### src/rtl/uart_tx_frame_arbiter.sv
`default_nettype none
// ============================================================================
//  Module   : uart_tx_frame_arbiter
//  Purpose  : Round-robin share of one UART transmitter; each grant is sent
//             as a SYNC/ID/DATA/CHK frame, with a stall watchdog.
//  Revision : 1.0
// ============================================================================
module uart_tx_frame_arbiter #(
    parameter int          NUM_REQ      = 4,
    parameter logic [7:0]  SYNC_BYTE    = 8'hA5,
    parameter int          TIMEOUT_CLKS = 4096
) (
    input  logic                   i_Clock,
    input  logic                   i_Rst_n,
    input  logic [NUM_REQ-1:0]     i_Req,
    input  logic [8*NUM_REQ-1:0]   i_Byte,
    output logic [NUM_REQ-1:0]     o_Ack,
    output logic                   o_TX_DV,
    output logic [7:0]             o_TX_Byte,
    input  logic                   i_TX_Active,
    input  logic                   i_TX_Done,
    output logic                   o_Busy,
    output logic                   o_Frame_Done,
    output logic                   o_Err
);

    localparam int                  c_WDOG_W   = $clog2(TIMEOUT_CLKS) + 1;
    localparam logic [c_WDOG_W-1:0] c_WDOG_MAX = c_WDOG_W'(TIMEOUT_CLKS - 1);
    localparam logic [3:0]          c_NUM_REQ4 = 4'(NUM_REQ);
    localparam logic [NUM_REQ-1:0]  c_ONE_HOT0 = NUM_REQ'(1);

    typedef enum logic [2:0] {
        c_SYNC_WAIT = 3'd0,
        c_IDLE      = 3'd1,
        c_LOAD      = 3'd2,
        c_WAIT_DONE = 3'd3,
        c_WAIT_CLR  = 3'd4
    } state_t;

    state_t                r_State;
    logic [2:0]            r_Ptr;
    logic [1:0]            r_Idx;
    logic [7:0]            r_Id;
    logic [7:0]            r_Data;
    logic [c_WDOG_W-1:0]   r_Wdog;
    logic [NUM_REQ-1:0]    r_Ack;
    logic                  r_TX_DV;
    logic [7:0]            r_TX_Byte;
    logic                  r_Busy;
    logic                  r_Frame_Done;
    logic                  r_Err;

    logic                  w_Tx_Idle;
    logic [NUM_REQ-1:0]    w_Rot;
    logic                  w_Any_Req;
    logic [3:0]            w_Sum;
    logic [2:0]            w_Gnt;
    logic [3:0]            w_Gnt_P1;
    logic                  w_Wdog_Hit;

    assign w_Tx_Idle  = !i_TX_Active && !i_TX_Done;
    assign w_Wdog_Hit = (r_Wdog == c_WDOG_MAX);

    // Rotate requests so bit 0 is the RR pointer; lowest set bit wins.
    always_comb begin
        w_Rot     = NUM_REQ'({i_Req, i_Req} >> r_Ptr);
        w_Any_Req = 1'b0;
        w_Sum     = 4'd0;
        for (int j = NUM_REQ - 1; j >= 0; j--) begin
            if (w_Rot[j]) begin
                w_Any_Req = 1'b1;
                w_Sum     = {1'b0, r_Ptr} + 4'(j);
            end
        end
        w_Gnt    = (w_Sum >= c_NUM_REQ4) ? 3'(w_Sum - c_NUM_REQ4) : w_Sum[2:0];
        w_Gnt_P1 = {1'b0, w_Gnt} + 4'd1;
    end

    always_ff @(posedge i_Clock or negedge i_Rst_n) begin
        if (!i_Rst_n) begin
            r_State      <= c_SYNC_WAIT;
            r_Ptr        <= 3'd0;
            r_Idx        <= 2'd0;
            r_Id         <= 8'h00;
            r_Data       <= 8'h00;
            r_Wdog       <= '0;
            r_Ack        <= '0;
            r_TX_DV      <= 1'b0;
            r_TX_Byte    <= 8'h00;
            r_Busy       <= 1'b0;
            r_Frame_Done <= 1'b0;
            r_Err        <= 1'b0;
        end else begin
            r_Ack        <= '0;
            r_TX_DV      <= 1'b0;
            r_Frame_Done <= 1'b0;
            r_Err        <= 1'b0;
            case (r_State)
                c_SYNC_WAIT: begin
                    if (w_Tx_Idle) begin
                        r_State <= c_IDLE;
                    end
                end
                c_IDLE: begin
                    if (w_Any_Req) begin
                        r_Ack   <= c_ONE_HOT0 << w_Gnt;
                        r_Data  <= i_Byte[8*w_Gnt +: 8];
                        r_Id    <= {5'b0, w_Gnt};
                        r_Idx   <= 2'd0;
                        r_Busy  <= 1'b1;
                        r_Ptr   <= (w_Gnt_P1 == c_NUM_REQ4) ? 3'd0 : w_Gnt_P1[2:0];
                        r_State <= c_LOAD;
                    end
                end
                c_LOAD: begin
                    case (r_Idx)
                        2'd0:    r_TX_Byte <= SYNC_BYTE;
                        2'd1:    r_TX_Byte <= r_Id;
                        2'd2:    r_TX_Byte <= r_Data;
                        default: r_TX_Byte <= SYNC_BYTE ^ r_Id ^ r_Data;
                    endcase
                    r_TX_DV <= 1'b1;
                    r_Wdog  <= '0;
                    r_State <= c_WAIT_DONE;
                end
                c_WAIT_DONE: begin
                    r_Wdog <= r_Wdog + 1'b1;
                    if (w_Wdog_Hit) begin
                        r_Err   <= 1'b1;
                        r_Busy  <= 1'b0;
                        r_State <= c_SYNC_WAIT;
                    end else if (i_TX_Done) begin
                        r_State <= c_WAIT_CLR;
                    end
                end
                c_WAIT_CLR: begin
                    r_Wdog <= r_Wdog + 1'b1;
                    if (w_Wdog_Hit) begin
                        r_Err   <= 1'b1;
                        r_Busy  <= 1'b0;
                        r_State <= c_SYNC_WAIT;
                    end else if (w_Tx_Idle) begin
                        if (r_Idx != 2'd3) begin
                            r_Idx   <= r_Idx + 2'd1;
                            r_State <= c_LOAD;
                        end else begin
                            r_Frame_Done <= 1'b1;
                            r_Busy       <= 1'b0;
                            r_State      <= c_IDLE;
                        end
                    end
                end
                default: r_State <= c_SYNC_WAIT;
            endcase
        end
    end

    assign o_Ack        = r_Ack;
    assign o_TX_DV      = r_TX_DV;
    assign o_TX_Byte    = r_TX_Byte;
    assign o_Busy       = r_Busy;
    assign o_Frame_Done = r_Frame_Done;
    assign o_Err        = r_Err;

endmodule
`default_nettype wire

### config.mk
export PLATFORM = sky130hd
export DESIGN_NAME = uart_tx_frame_arbiter
export DESIGN_NICKNAME = d
export VERILOG_FILES = /design/src/rtl/uart_tx_frame_arbiter.sv
export SDC_FILE = /design/constraint.sdc
export NUM_CORES = 1
export LEC_CHECK = 0
export CAP_MARGIN = 20
export CORE_UTILIZATION = 32
export CTS_CLUSTER_DIAMETER = 150
export CTS_CLUSTER_SIZE = 20
export DETAILED_ROUTE_END_ITERATION = 16
export PLACE_DENSITY = 0.59
export SYNTH_ARGS = -nofsm -noshare
export SYNTH_HDL_FRONTEND = slang
export SYNTH_SLANG_ARGS = --single-unit
### constraint.sdc
create_clock -name i_Clock -period 5.8 [get_ports i_Clock]
set_clock_uncertainty 0.15 [all_clocks]
set_input_delay 1.16 -clock i_Clock [delete_from_list [all_inputs] [get_ports i_Clock]]
set_output_delay 1.16 -clock i_Clock [all_outputs]
set_load 0.005 [all_outputs]
==> flow_metrics.env <==
export IMPL_status="finished clean"
export IMPL_fin_area_um2=3640
export IMPL_first_pass_iters=4
export IMPL_critical_path_top_delay_family="compound AO/OA/AOI/OAI gates"
export IMPL_routed_via_density=5.25
export IMPL_grt_overflow_total=0
export IMPL_row_count=34
export IMPL_clock_sinks=48
export IMPL_setup_viol=0
export IMPL_design_die_area_um2=9450
export IMPL_path_cells="clkdlybuf4s50_1 -> nor2b_1 -> mux4_2 -> a2111o_1 -> a31oi_2 -> nor2b_2 -> a222oi_1 -> o21ai_0"
export IMPL_antennaDiodeCount=0
export IMPL_yosysWarnings=0
export IMPL_hold_viol=0
export IMPL_clockRootBuffer="clkbuf_8"
export IMPL_grt_pass1_wl_um=11400
export IMPL_crit_path_max_incr_delay_ns=0.56
export IMPL_finalNonFillerCells=463
export IMPL_route_vias_total=2429
export IMPL_peakVddDrop_mv=0.201
export IMPL_dp_hpwl_um=4720
export IMPL_ys_ff_latch=48
export IMPL_fin_nets=407
export IMPL_die_w_um=97.2
export IMPL_portBuffers=55
export IMPL_slowest_stage="mux4_2"
export IMPL_synth_seq_area_share_pct=41.4
export IMPL_slew_viol_final=0
export IMPL_startpoint_type="input pin"
export IMPL_max_freq_mhz=249
export IMPL_ys_types=58
export IMPL_clockBufferDepth=2
export IMPL_synth_nets=360
export IMPL_synth_edf_count=0
export IMPL_min_period_ns=4.02
export IMPL_post_cts_setup_buffers=0
export IMPL_cts_resized_gates=0
export IMPL_crit_path_end_kind="flip-flop"
export IMPL_numCtsBuffers=5
export IMPL_crit_arrival_ns=4.06
export IMPL_initial_utilization_pct=33.1
export IMPL_synth_area_um2=2900
export IMPL_p_leak_nw=1.56
export IMPL_setup_slack_ns=1.78
export IMPL_worstHoldStart="o_TX_Byte[4]"
export IMPL_grt_usage_pct=14.4
export IMPL_max_slew_margin_pct=45.8
export IMPL_netlist_instances=307
export IMPL_grt_pass1_vias=2428
export IMPL_p_per_area_nw_per_um2=451
export IMPL_pin_count=56
export IMPL_tns_ns=0
export IMPL_synth_ff_type="dfrtp_1"
export IMPL_crit_path_start="i_Req[0]"
export IMPL_critical_path_max_fanout=12
export IMPL_wl_per_cell_um=13.9
export IMPL_syn_area_per_cell_um2=9.45
export IMPL_worstSkewPairLatency_ns=0.30
export IMPL_pre_cts_ws_ns=1.46
export IMPL_routed_wl_um=6450
export IMPL_drv_cap=0
export IMPL_total_power_mw=1.64
export IMPL_ctsHoldBuffers=0
export IMPL_async_flop_share_pct=100
export IMPL_fill_cells=864
export IMPL_rsz0062_at_grt="false"
export IMPL_critPathKind="in2reg"
export IMPL_clk_transition_reported_paths_ns=0.10
export IMPL_hold_class="reg2reg"
export IMPL_drt_iter0_drc=162
export IMPL_dpl_cell_area_um2=3500
export IMPL_place_inst=453
export IMPL_r2r_start="r_Ptr[0]"
export IMPL_postRouteAntennaNets=0
export IMPL_gp_congestion=0.807
export IMPL_worstMarginPinSlew_ns=0.813
export IMPL_post_route_period_util_pct=69.4
export IMPL_fp_dieH_um=97.2
export IMPL_syn2layout_area_growth_pct=25.6
export IMPL_core_area_um2=8760
export IMPL_cts_tree="yes"
export IMPL_drive_gt1_share_pct=8.45
export IMPL_critPathRequiredTime_ns=5.83
export IMPL_htreeDepth=2
export IMPL_antenna_found_initial=0
export IMPL_critical_path_buf_inv_count=1
export IMPL_drc=0
export IMPL_grt_max_degree=49
-- power by group --
group	switching [mW]	leakage, nW	internal (mW)
clock	0.117	0.0583	0.130
sequential	0.115	0.626	0.432
combinational	0.447	0.876	0.402
total	0.679	1.56	0.964
-- Yosys cell counts, drive strengths merged (7+ instances only) --
master / count / area, um^2
dfrtp: 48 / 1200
nand2: 36 / 135
o21ai: 32 / 164
nor2: 21 / 78.8
clkbuf: 13 / 48.8
ha: 13 / 163
a21oi: 11 / 55.1
mux2: 10 / 116
a222oi: 8 / 80.1
inv: 8 / 32.5
nand2b: 8 / 50.1
nand3: 7 / 35.0
nor3: 7 / 35.0
-- sequential cells by signal, indices dropped and copies added (netlist names) --
name,cells
r_Wdog,13
o_TX_Byte,8
r_Data,8
o_Ack,4
r_Id,3
r_Ptr,3
r_State,3
r_Idx,2
o_Busy,1
o_Err,1
o_Frame_Done,1
o_TX_DV,1
-- worst paths after layout --
kind / endpoint / slack, ns / cells after the start
max: r_Data[3] / 1.78 / 8
min: o_TX_Byte[4] / 0.34 / 2
max reg2reg: r_Data[3] / 2.45 / 7
min reg2reg: o_TX_Byte[4] / 0.34 / 2
max in group asynchronous: r_Idx[0] / 4.41 / 2
min in group asynchronous: o_Ack[3] / 0.59 / 1
-- through the flow --
| stage | hold slack [ns] | utilization [%] |
|---|---|---|
| after floorplan | 0.294 | - |
| after global placement | 0.323 | 39.9 |
| after global routing | 0.377 | 41.6 |
| after detailed placement | 0.329 | 39.9 |
| final | 0.337 | 41.6 |
| after CTS | 0.352 | 41.3 |
-- layout make-up --
cell class	count	area [um^2]	area share, %
multi-input combinational	233	1580	43.3
sequential	48	1200	33.0
timing repair buffer	58	581	15.9
tap	108	135	3.71
clock buffer	5	68.8	1.89
clock inverter	3	47.5	1.30
inverter	8	32.5	0.893
-- routing by layer --
layer	share of wire [%]	GRT usage (%)	vias to the layer above
li1	-	-	1228
met1	50	20.2	1143
met2	45	23.0	54
met3	3.7	2.59	4
met4	0.81	3.73	0
met5	0	0	-
-- cells in the final DEF, fill, tap and decap left out, types with 8 or more instances in the layout --
| cell | Yosys | layout |
|---|---|---|
| nand2_1 | 36 | 36 |
| ha_1 | 13 | 13 |
| o21ai_0 | 31 | 31 |
| nand2b_1 | 8 | 8 |
| mux2_2 | 9 | 9 |
| a21oi_1 | 11 | 11 |
| dfrtp_1 | 48 | 48 |
| a222oi_1 | 8 | 8 |
| clkdlybuf4s50_1 | 0 | 54 |
| nor2_1 | 21 | 21 |
-- kinds of logic after synthesis --
| group | share of synthesized area [%] |
|---|---|
| adder cells (fa/ha/maj) | 5.61 |
| multiplexers | 7.76 |
| buffers and inverters | 4.18 |
| AND/OR/NAND/NOR | 18.5 |
| AO/OA/AOI/OAI | 21.3 |
| flip-flops | 41.4 |
| XOR/XNOR | 1.21 |
-- worst min-delay path: stages (launching register included) --
cell	delay, ns
dfrtp_1	0.36
nand2_1	0.05
o21ai_0	0.06
No activity file was read; power rests on OpenSTA's default activity.
